$ cat src/rtl/nes_bus_pkg.sv
// Shared CPU-bus constants for the NES system bus: FSM encodings, register
// addresses and the values the bus takes when nobody is driving a cycle.
package nes_bus_pkg;

  localparam logic [15:0] OAM_PORT_ADDR = 16'h2004;
  localparam logic [15:0] DMA_TRIG_ADDR = 16'h4014;

  localparam logic [15:0] BUS_IDLE_ADDR = 16'h0000;
  localparam logic [7:0]  BUS_IDLE_DATA = 8'h00;
  localparam logic        BUS_IDLE_RW_N = 1'b1;
  localparam logic        BUS_IDLE_CS_N = 1'b1;

  localparam logic [2:0] ST_IDLE  = 3'd0;
  localparam logic [2:0] ST_HALT  = 3'd1;
  localparam logic [2:0] ST_ALIGN = 3'd2;
  localparam logic [2:0] ST_READ  = 3'd3;
  localparam logic [2:0] ST_WRITE = 3'd4;

endpackage

$ cat src/rtl/oam_dma_master_if.sv
// Bundle between the sprite DMA master, the CPU-cycle strobe/$4014 decode
// and the shared system bus.
interface oam_dma_master_if;

  logic        cpu_ce;
  logic        reg_wr;
  logic [7:0]  reg_data;
  logic [7:0]  din;
  logic [15:0] addr;
  logic [7:0]  dout;
  logic        data_oe;
  logic        rw_n;
  logic        cs_n;
  logic        bus_req;
  logic        busy;
  logic        done;

  modport master (
    input  cpu_ce, reg_wr, reg_data, din,
    output addr, dout, data_oe, rw_n, cs_n, bus_req, busy, done
  );

  modport slave (
    output cpu_ce, reg_wr, reg_data, din,
    input  addr, dout, data_oe, rw_n, cs_n, bus_req, busy, done
  );

endinterface

$ cat src/rtl/oam_dma_master.sv
// NES sprite DMA: on a $4014 write, halts the CPU and copies one 256-byte
// page to the PPU OAM data port, with every read placed on an even CPU cycle.
module oam_dma_master #(
  parameter logic [15:0] OAM_PORT_ADDR = nes_bus_pkg::OAM_PORT_ADDR,
  parameter int          DMA_LEN       = 256
) (
  input  logic clk,
  input  logic rst,
  oam_dma_master_if.master bus
);
  import nes_bus_pkg::*;

  localparam logic [7:0] LAST_INDEX = 8'(DMA_LEN - 1);

  logic [2:0]  state_reg;
  logic [7:0]  page_reg;
  logic [7:0]  index_reg;
  logic        parity_reg;
  logic [15:0] addr_reg;
  logic [7:0]  dout_reg;
  logic        data_oe_reg;
  logic        rw_n_reg;
  logic        cs_n_reg;
  logic        bus_req_reg;
  logic        busy_reg;
  logic        done_reg;

  // Bus outputs are computed for the cycle being entered, so they stay
  // stable for the whole CPU cycle regardless of how long cpu_ce stays low.
  always_ff @(posedge clk or posedge rst) begin
    if (rst) begin
      state_reg   <= ST_IDLE;
      page_reg    <= 8'h00;
      index_reg   <= 8'h00;
      parity_reg  <= 1'b0;
      addr_reg    <= BUS_IDLE_ADDR;
      dout_reg    <= BUS_IDLE_DATA;
      data_oe_reg <= 1'b0;
      rw_n_reg    <= BUS_IDLE_RW_N;
      cs_n_reg    <= BUS_IDLE_CS_N;
      bus_req_reg <= 1'b0;
      busy_reg    <= 1'b0;
      done_reg    <= 1'b0;
    end else begin
      // done is a single-clk pulse even when cpu_ce stays low afterwards
      done_reg <= 1'b0;
      if (bus.cpu_ce) begin
        parity_reg <= ~parity_reg;
        case (state_reg)
          ST_IDLE: begin
            if (bus.reg_wr) begin
              page_reg    <= bus.reg_data;
              index_reg   <= 8'h00;
              state_reg   <= ST_HALT;
              bus_req_reg <= 1'b1;
              busy_reg    <= 1'b1;
            end
          end
          ST_HALT: begin
            // parity_reg=1 here means this HALT cycle is odd, so the next one is even
            if (parity_reg) begin
              state_reg <= ST_READ;
              addr_reg  <= {page_reg, index_reg};
              rw_n_reg  <= 1'b1;
              cs_n_reg  <= 1'b0;
            end else begin
              state_reg <= ST_ALIGN;
            end
          end
          ST_ALIGN: begin
            state_reg <= ST_READ;
            addr_reg  <= {page_reg, index_reg};
            rw_n_reg  <= 1'b1;
            cs_n_reg  <= 1'b0;
          end
          ST_READ: begin
            dout_reg    <= bus.din;
            state_reg   <= ST_WRITE;
            addr_reg    <= OAM_PORT_ADDR;
            rw_n_reg    <= 1'b0;
            cs_n_reg    <= 1'b0;
            data_oe_reg <= 1'b1;
          end
          ST_WRITE: begin
            data_oe_reg <= 1'b0;
            rw_n_reg    <= 1'b1;
            if (index_reg == LAST_INDEX) begin
              state_reg   <= ST_IDLE;
              done_reg    <= 1'b1;
              bus_req_reg <= 1'b0;
              busy_reg    <= 1'b0;
              cs_n_reg    <= BUS_IDLE_CS_N;
              addr_reg    <= BUS_IDLE_ADDR;
            end else begin
              // index wraps inside 8 bits and never carries into the page
              index_reg <= index_reg + 8'd1;
              state_reg <= ST_READ;
              addr_reg  <= {page_reg, index_reg + 8'd1};
              cs_n_reg  <= 1'b0;
            end
          end
          default: begin
            state_reg   <= ST_IDLE;
            bus_req_reg <= 1'b0;
            busy_reg    <= 1'b0;
            cs_n_reg    <= BUS_IDLE_CS_N;
            rw_n_reg    <= BUS_IDLE_RW_N;
            data_oe_reg <= 1'b0;
            addr_reg    <= BUS_IDLE_ADDR;
          end
        endcase
      end
    end
  end

  assign bus.addr    = addr_reg;
  assign bus.dout    = dout_reg;
  assign bus.data_oe = data_oe_reg;
  assign bus.rw_n    = rw_n_reg;
  assign bus.cs_n    = cs_n_reg;
  assign bus.bus_req = bus_req_reg;
  assign bus.busy    = busy_reg;
  assign bus.done    = done_reg;

endmodule

$ cat src/flat_wrapper.sv
// flat-port wrapper written by rule: the top's interface ports become plain ports
module oam_dma_master_flat import nes_bus_pkg::*;
#(
  parameter logic [15:0] OAM_PORT_ADDR = nes_bus_pkg::OAM_PORT_ADDR,
  parameter int          DMA_LEN       = 256
)
  (clk, rst, bus_cpu_ce, bus_reg_wr, bus_reg_data, bus_din, bus_addr, bus_dout, bus_data_oe, bus_rw_n, bus_cs_n, bus_bus_req, bus_busy, bus_done);
  oam_dma_master_if bus_i ();
  input  logic clk;
  input  logic rst;
  input wire logic [$bits(bus_i.cpu_ce)-1:0] bus_cpu_ce;
  input wire logic [$bits(bus_i.reg_wr)-1:0] bus_reg_wr;
  input wire logic [$bits(bus_i.reg_data)-1:0] bus_reg_data;
  input wire logic [$bits(bus_i.din)-1:0] bus_din;
  output wire logic [$bits(bus_i.addr)-1:0] bus_addr;
  output wire logic [$bits(bus_i.dout)-1:0] bus_dout;
  output wire logic [$bits(bus_i.data_oe)-1:0] bus_data_oe;
  output wire logic [$bits(bus_i.rw_n)-1:0] bus_rw_n;
  output wire logic [$bits(bus_i.cs_n)-1:0] bus_cs_n;
  output wire logic [$bits(bus_i.bus_req)-1:0] bus_bus_req;
  output wire logic [$bits(bus_i.busy)-1:0] bus_busy;
  output wire logic [$bits(bus_i.done)-1:0] bus_done;
  assign bus_i.cpu_ce = bus_cpu_ce;
  assign bus_i.reg_wr = bus_reg_wr;
  assign bus_i.reg_data = bus_reg_data;
  assign bus_i.din = bus_din;
  assign bus_addr = bus_i.addr;
  assign bus_dout = bus_i.dout;
  assign bus_data_oe = bus_i.data_oe;
  assign bus_rw_n = bus_i.rw_n;
  assign bus_cs_n = bus_i.cs_n;
  assign bus_bus_req = bus_i.bus_req;
  assign bus_busy = bus_i.busy;
  assign bus_done = bus_i.done;
  oam_dma_master #(.OAM_PORT_ADDR(OAM_PORT_ADDR), .DMA_LEN(DMA_LEN)) u_core (.clk(clk), .rst(rst), .bus(bus_i));
endmodule
$ cat config.mk
export PLATFORM = sky130hd
export DESIGN_NAME = oam_dma_master_flat
export DESIGN_NICKNAME = d
export VERILOG_FILES = /design/src/rtl/nes_bus_pkg.sv /design/src/rtl/oam_dma_master_if.sv /design/src/rtl/oam_dma_master.sv /design/src/flat_wrapper.sv
export SDC_FILE = /design/constraint.sdc
export NUM_CORES = 1
export LEC_CHECK = 0
export CAP_MARGIN = 20
export CORE_ASPECT_RATIO = 1.75
export CORE_UTILIZATION = 25
export CTS_CLUSTER_SIZE = 20
export DETAILED_ROUTE_END_ITERATION = 7
export GPL_TIMING_DRIVEN = 0
export HOLD_SLACK_MARGIN = 0.06
export PLACE_DENSITY = 0.56
export SLEW_MARGIN = 40
export SYNTH_ARGS = -nofsm -noshare
export SYNTH_HDL_FRONTEND = slang
export SYNTH_SLANG_ARGS = --single-unit
$ cat constraint.sdc
create_clock -name clk -period 2.1 [get_ports clk]
set_input_delay 0.315 -clock clk [delete_from_list [all_inputs] [get_ports clk]]
set_output_delay 0.315 -clock clk [all_outputs]
set_load 0.01 [all_outputs]
-- Word-level counts from Yosys, hierarchy flattened
Index checks and enable logic that the tools add are counted.
Widths: inputs -> output; s select.
- bits in registers: 49
- $add $sub $neg: 1
- equal/unequal tests: 9
- mux-type cells: 21
- bitwise gates (word level): 4
- reduce and logical (&&, ||, !) cells: 12
- operator list (cell ; number):
    $pmux 16 s5 ; 1
    $mux 16 ; 2
    $mux 8 ; 2
    $pmux 8 s2 ; 1
    $pmux 3 s5 ; 1
    $add 8x1->8 const B ; 1
    $eq 8x8->1 const B ; 1
    $mux 1 ; 8
    $reduce_and 4->1 ; 2
    $eq 3x2->1 const B ; 2
    $pmux 1 s3 ; 2
    $reduce_and 2->1 ; 3
    $reduce_and 3->1 ; 2
    $reduce_or 3->1 ; 2
    $ne 2x1->1 const B ; 2
    $ne 2x2->1 const B ; 2
    $not 1->1 ; 4
    $pmux 1 s4 ; 1
    $eq 3x1->1 const B ; 1
    $eq 3x3->1 const B ; 1
    $logic_not 3->1 ; 1
    $mux 3 ; 1
    $mux 2 ; 1
    $pmux 1 s2 ; 1
    2 further kinds ; 2

-- Longest topological paths before layout
Gate-level depths: netlist (run 1).
- depth after elaboration: 4
- depth in mapped cells: 6
- mapped depth without buffers: 5

-- Worst setup path after synthesis (run 1)
No wires, ideal clock.
- path type: reg2reg
- from: reg u_core.index_reg[1]
- to: reg u_core.addr_reg[10] (netlist: u_core.bus.addr[10])
- data arrival time: 1.494 ns
- slack: 0.485 ns
- stages on the path, launching flop included: 6
- buffers on the path: 0
- clock period less this slack: 1.615 ns
- cell sequence: dfrtp_1 -> ha_1 -> nand4_2 -> o21a_4 -> a22o_4 -> a22o_1
- word-level cells in the longest chain between the ends: 3
- ends and longest elaborated chain (element ; line ; RTL):
    start, declared ; oam_dma_master.sv:17 ; logic [7:0] index_reg;
    start signal, assigned ; oam_dma_master.sv:96 ; index_reg <= index_reg + 8'd1;
    $eq 8x8->1 ; oam_dma_master.sv:87 ; if (index_reg == LAST_INDEX) begin
    $mux 16 ; oam_dma_master.sv:87 ;
    $pmux 16 s5 ; oam_dma_master.sv:49 ; case (state_reg)
    end signal, assigned ; oam_dma_master.sv:63 ; addr_reg <= {page_reg, index_reg};
    end signal, assigned ; oam_dma_master.sv:72 ; addr_reg <= {page_reg, index_reg};
    end signal, assigned ; oam_dma_master.sv:98 ; addr_reg <= {page_reg, index_reg + 8'd1};
    end, declared ; oam_dma_master.sv:19 ; logic [15:0] addr_reg;
Every way passes these cells.
A chain may end at the register's enable or synchronous reset.

-- Worst setup path in the final report (run 1)
- from: reg u_core.index_reg[1]
- to: reg u_core.addr_reg[12] (netlist: u_core.bus.addr[12])
The elaborated chain is that of the path after synthesis.

==> PnR_summary.wiki, run 1 <==
{| class="wikitable"
! Metric !! Value
|-
| Kind of end point of the critical path || register
|-
| Nature of the critical path startpoint || register
|-
| Sequential standard cell area || 1230 um2
|-
| Sequential share of power || 37.2%
|-
| Number of antenna cells inserted || 0
|-
| DRC viols || 0
|-
| Cell Area, Synth || 2410 um2
|-
| Post-CTS setup buffers || 0
|-
| TritonCTS clock tree || built
|-
| Clock net sink count || 49
|-
| Critical path start-end classification || register to register
|-
| Count of flip-flops with a built-in enable after synthesis || 0
|-
| Share of flip-flops with an asynchronous set or reset after synthesis || 100%
|-
| Required time at the worst-slack endpoint || 2.28 ns
|-
| Switching part of the total || 33.5%
|-
| Via count of the first global-routing pass || around 2,000
|-
| Final-layout worst hold slack || a little over 0.3 ns
|-
| Post-synthesis sequential element count || 49
|-
| Signed area change from the synthesized netlist to the final layout || 33.1%
|-
| Status || finished, final reports clean
|-
| Clock period minus final worst setup slack || 1.84 ns
|-
| Number of hold violations in the final report || 0
|-
| Final ANT Viol Nets || 0
|-
| Slew @ Worst Pin || 0.605 ns
|-
| Area occupied by multi-input gates || 1020 um2
|-
| Total track usage || around an eighth
|-
| Via density per instance || 4.80
|-
| Leak || 0.00132 uW
|-
| Final estimated routing congestion in global placement || about 0.84
|-
| Antenna violations before repair || 0
|-
| Initial cell density of the core || 25.6%
|-
| Number of CTS-inserted buffers || 5
|-
| Tightest Hold Check Type || input pin to asynchronous set/reset pin
|-
| Post-cts repair resize count || 0
|-
| Violation count after the first detailed-route iteration || 43
|-
| Setup repair after global routing missed its margin || false
|-
| Max-slew headroom || 59.1%
|-
| Maximum clock frequency || 544 MHz
|-
| Overall die area || 10,000 um2
|-
| Pin count of the biggest net entering global routing || 34
|-
| Count of buffers inserted at the top-level ports || 48
|-
| Per-instance average area after synthesis || 11.5 um2
|-
| Final clock period utilization by the worst path || 87.5%
|-
| Number of filler instances in the final layout || 976
|-
| Setup violators final || 0
|-
| Worst-case clock skew || a little over 0.006 ns
|-
| CTS clock-pin slew for the worst setup and hold paths || 0.07 ns
|-
| Number of buffers on the longest clock path || 2
|-
| Internal power || 2600 uW
|-
| GR Overflow Total || 0
|-
| Count of standard-cell rows || 47
|-
| Maximum vdd drop || 0.582 mV
|-
| Fraction of final layout cells with drive strength greater than 1 || 21.4%
|-
| Count of pins over their slew limit || 0
|-
| Total vias in the final route || 1,864
|-
| P_sw || 1310 uW
|-
| Syn Nets || roughly 230
|-
| Total design power || 3910 uW
|-
| Warnings from Yosys || 0
|-
| Clock network latency to the later pin of the worst-skew pair || 0.29 ns
|-
| Root Driver || clkbuf_16
|-
| Htree depth || 2
|-
| Biggest fanout along the worst timing path || 7
|-
| Nets || 287
|-
| Global-route wire length before repair || 9880 um
|-
| Unique masters post-synth || 57
|-
| First drt pass iteration count || 4
|-
| Sequential cell area fraction in the yosys report || between 50% and 60%
|-
| Library cell contributing the largest single delay on the critical path || dfrtp_1
|-
| I/O pin cnt || 50
|-
| Core Area || 9410 um2
|-
| Vertical extent of the die || 132 um
|-
| Number of instances in the synthesized netlist || between 200 and 250
|-
| Max Cap Viol || 0
|-
| Per-cell routed wire length || between 15 and 20 um
|-
| Pwr per Cell Area || 1220 nW/um2
|-
| Floorplan die width || 76.2 um
|-
| Share of power burned in combinational logic || 42.1%
|-
| Share of power burned in the clock network || 20.7%
|-
| Worst path cell trace || ha_1, nand4_2, o21a_4, a22o_4, a22o_1
|-
| HPWL after detailed placement || between 4000 and 5000 um
|-
| Number of hold buffers added after cts || 0
|-
| Wire length reported by the detailed router || 5870 um
|-
| Flip-flop count of the largest register after layout || 16
|-
| Commonest register cell after synthesis || dfrtp_1
|-
| Largest stage delay, worst path || 0.44 ns
|-
| Worst reg2reg setup slack || between 0.2 and 0.3 ns
|-
| Arrival @ worst endpoint || 2.02 ns
|}
==> kinds of logic after synthesis <==
logic type	synth area share [%]
adders and majority gates	0.935
xor gates and xnor gates	1.40
AOI/OAI and AO/OA	17.4
DFF	51.0
buffers and inverters	6.81
muxes	8.31
and+or+nand+nor	14.2
==> final cells by class <==
type | instances | share of cell area, %
buffer | 15 | 4.06
inverter | 9 | 1.13
timing repair buffer | 49 | 15.6
tap | 122 | 4.76
multi-input combinational | 137 | 31.7
sequential | 49 | 38.3
clock buffer | 7 | 4.45
==> critical path: cells and delay by family, from the launching register on <==
family                   cells  cell delay (ns)
AO/OA/AOI/OAI                3             0.76
adder cells (fa/ha/maj)      1             0.33
flip-flops                   1             0.44
AND/OR/NAND/NOR              1             0.19
==> synthesized netlist by cell type, types with 2 or more instances <==
cell type	instances	share of area [%]
inv_1	9	1.4
a32oi_1	3	1.1
nand3_1	9	1.9
buf_4	5	1.6
mux2i_1	2	0.83
buf_6	7	3.3
nor3_1	6	1.2
and3_1	2	0.52
o21ai_1	3	0.62
a31oi_1	7	1.8
o21ai_0	8	1.7
mux2_2	16	7.5
dfrtp_1	47	49
nand4_2	2	1.0
nand3_2	3	1.2
a32o_1	2	0.83
dfstp_2	2	2.2
xor2_1	2	0.73
o22ai_1	2	0.52
nand2_1	14	2.2
a22o_1	7	2.5
a21oi_1	8	1.7
nor2_1	9	1.4
buf_2	2	0.42
==> routing by layer <==
metal / global-route usage, % / wire length [um] / vias up
met4: 7.59 / 178 / 0
met3: 2.63 / 199 / 14
met5: 0 / 0 / -
li1: - / - / 883
met2: 23.3 / 3240 / 38
met1: 12.8 / 2250 / 929
==> layout by cell type (no fill, tap or decap), types with 5 or more instances in the layout <==
cell type / synthesis / final
a21oi_1: 8 / 8
a22o_1: 7 / 7
a31oi_1: 7 / 7
buf_4: 5 / 5
buf_6: 7 / 7
clkbuf_16: 0 / 5
clkdlybuf4s50_1: 0 / 48
dfrtp_1: 47 / 47
inv_1: 9 / 8
mux2_2: 16 / 16
nand2_1: 14 / 14
nand3_1: 9 / 9
nor2_1: 9 / 9
nor3_1: 6 / 6
o21ai_0: 8 / 8
==> stage by stage <==
step | std cells | utilization, % | cell area (um2) | setup slack [ns] | setup TNS, ns
6_report | 388 | 34.1 | 3210 | 0.263 | 0
5_1_grt | 388 | 34.1 | 3210 | 0.173 | 0
4_1_cts | 388 | 34.1 | 3210 | 0.275 | 0
3_5_place_dp | 381 | 32.6 | 3060 | 0.169 | 0
3_3_place_gp | 380 | 32.3 | 3040 | -0.412 | -19.13
2_1_floorplan | 210 | - | 2410 | 0.485 | 0
==> power by group through the flow <==
stage / clock (uW) / sequential (uW) / combinational [uW]
2_1_floorplan: 0 / 1530 / 912
3_3_place_gp: 0 / 1460 / 1650
3_5_place_dp: 0 / 1470 / 1670
4_1_cts: 849 / 1460 / 1670
5_1_grt: 881 / 1500 / 1790
6_report: 811 / 1460 / 1650
==> worst paths after layout <==
path | cells past startpoint | startpoint | to
worst max register to register | 5 | u_core.index_reg[1] | u_core.bus.addr[12]
worst min-delay path | 2 | rst | u_core.bus.bus_req
worst min register to register | 2 | u_core.bus.rw_n | u_core.bus.rw_n
worst max-delay path | 5 | u_core.index_reg[1] | u_core.bus.addr[12]
min in group clk | 3 | bus_cpu_ce | u_core.index_reg[2]
max in group asynchronous | 3 | rst | u_core.bus.rw_n
Power figures use the tool's default switching activity.
==> run 2: changes to the inputs <==
- CELL_PAD_IN_SITES_DETAIL_PLACEMENT: unset -> 0
- CELL_PAD_IN_SITES_GLOBAL_PLACEMENT: unset -> 2
- PLACE_DENSITY: 0.56 -> 0.74
==> PnR_summary.wiki, run 2 (synthesized netlist as in run 1, its figures left out) <==
{| class="wikitable"
! Metric !! Value
|-
| Status || finished, violations left
|-
| Failing checks || DRC
|-
| Area occupied by multi-input gates || 1020 um2 (unchanged)
|-
| I/O pin cnt || 50 (unchanged)
|-
| Slew @ Worst Pin || 0.540 ns (-0.0656 ns)
|-
| Non-filler instance count after layout || 389 (+0.26%)
|-
| Nets || 287 (unchanged)
|-
| Biggest fanout along the worst timing path || 7 (unchanged)
|-
| Number of CTS-inserted buffers || 5 (unchanged)
|-
| Post-CTS setup buffers || 0 (unchanged)
|-
| Max-slew headroom || 63.6% (+4.4 points)
|-
| Per-cell routed wire length || 15.8 um (+4.4%)
|-
| Via density per instance || 4.72 (-1.6%)
|-
| Total vias in the final route || 1,838 (-1.4%)
|-
| Final estimated routing congestion in global placement || 0.801 (-4.9%)
|-
| Number of buffers on the longest clock path || 2 (unchanged)
|-
| Tightest Hold Check Type || input pin to asynchronous set/reset pin
|-
| Fraction of final layout cells with drive strength greater than 1 || 22.1% (+0.67 points)
|-
| Htree depth || 2 (unchanged)
|-
| Maximum vdd drop || 0.626 mV (+7.7%)
|-
| Core Area || 9410 um2 (unchanged)
|-
| Arrival @ worst endpoint || 1.99 ns (-0.03 ns)
|-
| Pwr per Cell Area || 1230 nW/um2 (+0.52%)
|-
| Clock net sink count || 49 (unchanged)
|-
| Cell Count Post-Placement || 381 (unchanged)
|-
| Worst-case clock skew || 0.00446 ns (-0.00161 ns)
|-
| Final ANT Viol Nets || 0 (unchanged)
|-
| Sequential standard cell area || 1230 um2 (unchanged)
|-
| Total track usage || 13.0% (+0.43 points)
|-
| Root Driver || clkbuf_16
|-
| Setup repair after global routing missed its margin || false
|-
| Flip-flop count of the largest register after layout || 16 (unchanged)
|-
| Count of buffers inserted at the top-level ports || 48 (unchanged)
|-
| Post-cts repair resize count || 0 (unchanged)
|-
| Launch point of the critical path || u_core.index_reg[1]
|-
| Count of pins over their slew limit || 0 (unchanged)
|-
| TritonCTS clock tree || built
|-
| Clock period minus final worst setup slack || 1.81 ns (-0.0317 ns)
|-
| Total design power || 3940 uW (+0.76%)
|-
| GR Overflow Total || 0 (unchanged)
|-
| Initial cell density of the core || 25.6% (unchanged)
|-
| Clock network latency to the later pin of the worst-skew pair || 0.29 ns (about the same)
|-
| Global-route wire length before repair || 9990 um (+1.1%)
|-
| Required time at the worst-slack endpoint || 2.29 ns (about the same)
|-
| DRC viols || 2 (+2)
|-
| Setup violators final || 0 (unchanged)
|-
| Maximum clock frequency || 554 MHz (+1.8%)
|-
| Via count of the first global-routing pass || 1,924 (-3.3%)
|-
| Max Cap Viol || 0 (unchanged)
|-
| Vertical extent of the die || 132 um (unchanged)
|-
| Wire length reported by the detailed router || 6140 um (+4.6%)
|-
| Leak || 0.00132 uW (about the same)
|-
| Final clock period utilization by the worst path || 86.0% (-1.5 points)
|-
| Signed area change from the synthesized netlist to the final layout || 33.5%
|-
| DP Area || 3060 um2 (unchanged)
|-
| Overall die area || 10,000 um2 (unchanged)
|-
| Commonest non-fill, non-tap cells in the layout || 48 x clkdlybuf4s50_1, 47 x dfrtp_1, 16 x mux2_2
|-
| Kind of end point of the critical path || register
|-
| HPWL after detailed placement || 4640 um (+4.5%)
|-
| Floorplan die width || 76.2 um (unchanged)
|-
| Final instance area || 3210 um2 (+0.23%)
|-
| Violation count after the first detailed-route iteration || 61 (+42%)
|-
| First drt pass iteration count || 8 (+4)
|-
| Number of hold violations in the final report || 0 (unchanged)
|-
| Count of standard-cell rows || 47 (unchanged)
|-
| Number of antenna cells inserted || 0 (unchanged)
|-
| Antenna violations before repair || 0 (unchanged)
|-
| Pin count of the biggest net entering global routing || 35 (+2.9%)
|-
| Number of filler instances in the final layout || 1,015 (+4.0%)
|-
| Final-layout setup total negative slack || 0 ns (unchanged)
|-
| Reg2Reg Launch Point || u_core.index_reg[1]
|-
| CTS clock-pin slew for the worst setup and hold paths || 0.07 ns (about the same)
|-
| Number of hold buffers added after cts || 0 (unchanged)
|-
| Most common cell after layout, fill and taps aside || clkdlybuf4s50_1
|-
| Critical path start-end classification || register to register
|-
| Nature of the critical path startpoint || register
|}
-- run 2: cell types whose count changed in the layout (fill, tap and decap cells not counted) --
cell / change
inv_6: +2
clkinvlp_4: +1
clkbuf_1: -1
clkbuf_8: -1
-- run 2: final timing paths --
check                      slack, ns  depth (start not counted)                  end
setup / recovery                0.29                          5  u_core.bus.addr[15]
hold / removal                  0.30                          2   u_core.bus.dout[4]
setup reg to reg                0.29                          5  u_core.bus.addr[15]
hold reg to reg                 0.48                          2   u_core.bus.addr[6]
max in group asynchronous       1.30                          3      u_core.bus.rw_n
min in group clk                0.37                          3  u_core.index_reg[2]
-- run 2: layout make-up --
type                       instances  share of cell area [%]
timing repair buffer              49                    15.6
sequential                        49                    38.2
inverter                           9                    1.13
tap                              122                    4.75
multi-input combinational        137                    31.6
clock buffer                       5                    3.89
buffer                            15                    4.05
clock inverter                     3                   0.779
-- run 2: worst max-delay path: stages (launching register included) --
cell and delay, ns:
dfrtp_1 0.41, ha_1 0.32, nand4_2 0.19, o21a_4 0.29
a22o_4 0.29, a22o_1 0.19
-- run 2: metrics by stage --
stage | utilization, % | setup WS [ns] | hold WS [ns]
CTS | 34.2 | 0.279 | 0.301
detailed placement | 32.6 | 0.239 | 0.473
finish | 34.2 | 0.295 | 0.295
global placement | 32.3 | -0.485 | 0.463
global route | 34.2 | 0.190 | 0.309
floorplan | - | 0.485 | 0.461
-- run 2: power breakdown --
part | switching [uW] | internal (uW)
Combinational | 781 | 866
Clock | 387 | 451
Sequential | 191 | 1270
-- run 2: per-layer routing --
layer | vias to the layer above | part of all wire (%) | global-route usage [%]
met5 | - | 0 | 0
met4 | 0 | 2.0 | 7.16
met3 | 6 | 2.5 | 2.21
met2 | 40 | 58 | 24.5
met1 | 910 | 38 | 13.4
li1 | 882 | - | -
==> run 3: changes to the inputs <==
- GPL_ROUTABILITY_DRIVEN: unset -> 1
- SETUP_SLACK_MARGIN: unset -> 0.02
- clock period: 2.1 -> 1.7 ns (I/O delays scaled with it)
==> PnR_summary.wiki, run 3 (synthesized netlist as in run 1, its figures left out) <==
{| class="wikitable"
! Metric !! Value
|-
| Worst reg2reg setup slack || 0.04 ns (-0.26 ns)
|-
| Setup repair after global routing missed its margin || true
|-
| Most common cell after layout, fill and taps aside || clkdlybuf4s50_1
|-
| Nature of the critical path startpoint || register
|-
| Clock period minus final worst setup slack || 1.66 ns (-0.144 ns)
|-
| Number of CTS-inserted buffers || 5 (unchanged)
|-
| Maximum vdd drop || 0.775 mV (+24%)
|-
| Pin count of the biggest net entering global routing || 35 (unchanged)
|-
| Via density per instance || 4.72 (-0.11%)
|-
| Worst path cell trace || buf_4, nand3_2, a21o_1, a311o_1, a32o_1
|-
| Number of buffers on the longest clock path || 2 (unchanged)
|-
| TritonCTS clock tree || built
|-
| Worst slack, placed || -0.111 ns (-0.350 ns)
|-
| Final clock period utilization by the worst path || 97.7% (+12 points)
|-
| Launch point of the critical path || u_core.index_reg[2]
|-
| Leak || 0.00132 uW (-0.31%)
|-
| Core Area || 9410 um2 (unchanged)
|-
| Pwr per Cell Area || 1510 nW/um2 (+23%)
|-
| GR Overflow Total || 0 (unchanged)
|-
| Final estimated routing congestion in global placement || 0.801 (unchanged)
|-
| Global-route wire length before repair || 10000 um (about the same)
|-
| Flip-flop count of the largest register after layout || 16 (unchanged)
|-
| Failing checks || DRC
|-
| Total track usage || 13.0% (+0.015 points)
|-
| Total vias in the final route || 1,836 (-0.11%)
|-
| Worst-case clock skew || 0.00446 ns (-0.000000270 ns)
|-
| Final instance area || 3240 um2 (+0.86%)
|-
| I/O pin cnt || 50 (unchanged)
|-
| Htree depth || 2 (unchanged)
|-
| Maximum clock frequency || 602 MHz (+8.7%)
|-
| Commonest non-fill, non-tap cells in the layout || 48 x clkdlybuf4s50_1, 45 x dfrtp_1, 16 x mux2_2
|-
| Count of standard-cell rows || 47 (unchanged)
|-
| Total design power || 4900 uW (+24%)
|-
| Via count of the first global-routing pass || 1,922 (-0.10%)
|-
| Status || finished, violations left
|-
| Root Driver || clkbuf_16
|-
| End point of the critical path || u_core.index_reg[7]
|-
| Number of hold violations in the final report || 0 (unchanged)
|-
| Wire length reported by the detailed router || 6120 um (-0.26%)
|-
| Vertical extent of the die || 132 um (unchanged)
|-
| Critical path start-end classification || register to register
|-
| Slew @ Worst Pin || 0.537 ns (-0.00251 ns)
|-
| Required time at the worst-slack endpoint || 1.89 ns (-0.40 ns)
|-
| Family with the most delay on the worst path || compound AO/OA/AOI/OAI gates
|-
| GRT met2 Usage || 24.5% (unchanged)
|-
| Violation count after the first detailed-route iteration || 56 (-8.2%)
|-
| DRC viols || 2 (unchanged)
|-
| DP Area || 3060 um2 (unchanged)
|-
| Arrival @ worst endpoint || 1.85 ns (-0.14 ns)
|-
| Final-layout worst hold slack || 0.235 ns (-0.0599 ns)
|-
| CTS clock-pin slew for the worst setup and hold paths || 0.07 ns (about the same)
|-
| Clock network latency to the later pin of the worst-skew pair || 0.29 ns (about the same)
|-
| Setup violators final || 0 (unchanged)
|-
| Count of pins over their slew limit || 0 (unchanged)
|-
| Util after Layout || 34.5% (+0.29 points)
|-
| Largest stage delay, worst path || 0.36 ns (-0.05 ns)
|-
| Area occupied by multi-input gates || 1040 um2 (+2.0%)
|-
| Antenna violations before repair || 0 (unchanged)
|-
| Met1 Usage GRT || 13.5% (+0.044 points)
|-
| Worst path setup slack after routing || 0.0384 ns (-0.256 ns)
|-
| First drt pass iteration count || 8 (unchanged)
|-
| Sequential standard cell area || 1230 um2 (+0.20%)
|-
| Tightest Hold Check Type || input pin to asynchronous set/reset pin
|-
| Kind of end point of the critical path || register
|-
| Post-CTS setup buffers || 0 (unchanged)
|-
| CP Buf/Inv Count || 1 (+1)
|-
| Reg2Reg Launch Point || u_core.index_reg[2]
|-
| Most congested layer reported by global routing || met2
|-
| Overall die area || 10,000 um2 (unchanged)
|-
| Clock net sink count || 49 (unchanged)
|-
| Max-slew headroom || 63.7% (+0.17 points)
|-
| Number of filler instances in the final layout || 1,009 (-0.59%)
|-
| GR Layer Usage met3 || 2.21% (unchanged)
|-
| Number of antenna cells inserted || 0 (unchanged)
|-
| Final ANT Viol Nets || 0 (unchanged)
|-
| Biggest fanout along the worst timing path || 9 (+2)
|-
| Count of buffers inserted at the top-level ports || 48 (unchanged)
|-
| R2R cell count || 5 (unchanged)
|-
| HPWL after detailed placement || 4640 um (unchanged)
|-
| Max Cap Viol || 0 (unchanged)
|-
| Initial cell density of the core || 25.6% (unchanged)
|-
| Number of stages on the worst setup path || 5 (unchanged)
|-
| Fraction of final layout cells with drive strength greater than 1 || 24.3% (+2.2 points)
|-
| Nets || 287 (unchanged)
|-
| Worst flop-to-flop path endpoint || u_core.index_reg[7]
|-
| Library cell contributing the largest single delay on the critical path || a311o_1
|-
| Floorplan die width || 76.2 um (unchanged)
|-
| Per-cell routed wire length || 15.7 um (-0.26%)
|-
| Signed area change from the synthesized netlist to the final layout || 34.6%
|}
==> run 3: routing by layer <==
metal | part of all wire [%] | vias up | routed length [um]
li1 | - | 882 | -
met1 | 38 | 911 | 2320
met2 | 58 | 37 | 3530
met3 | 2.4 | 6 | 148
met4 | 2.0 | 0 | 124
met5 | 0 | - | 0
==> run 3: cell type report <==
class	count	area share, %
buffer	15	4.17
clock buffer	5	3.86
clock inverter	3	0.772
inverter	9	1.12
multi-input combinational	137	32.0
sequential	49	38.0
tap	122	4.71
timing repair buffer	49	15.4
==> run 3: through the flow <==
| stage | instances | TNS [ns] |
|---|---|---|
| final | 389 | 0 |
| after global routing | 389 | -0.00787 |
| after CTS | 389 | 0 |
| after detailed placement | 381 | -1.27 |
| after global placement | 380 | -40.71 |
| after floorplan | 210 | 0 |
==> run 3: report_power, final <==
part           internal (uW)  switching [uW]  total [uW]
Clock                    557             480        1040
Combinational           1090             972        2060
Sequential              1570             241        1810
==> run 3: how the worst min path moves through the flow <==
stage / from / to / slack, ns / cells after the start
floorplan: bus_din[6] / u_core.bus.dout[6] / 0.41 / 1
global placement: u_core.bus.rw_n / u_core.bus.rw_n / 0.46 / 2
detailed placement: u_core.page_reg[0] / u_core.bus.addr[8] / 0.47 / 1
global route: rst / u_core.bus.dout[4] / 0.25 / 2
finish: rst / u_core.bus.dout[4] / 0.24 / 2
CTS: rst / u_core.bus.dout[2] / 0.24 / 2
==> run 3: what timing repair did <==
| item | CTS | global route |
|---|---|---|
| pin swaps | 0 | 0 |
| endpoints found under the setup margin | 17 | 20 |
| hold buffers | 0 | 0 |
| gates resized for setup | 4 | 5 |
| hold endpoints to repair | 0 | 0 |
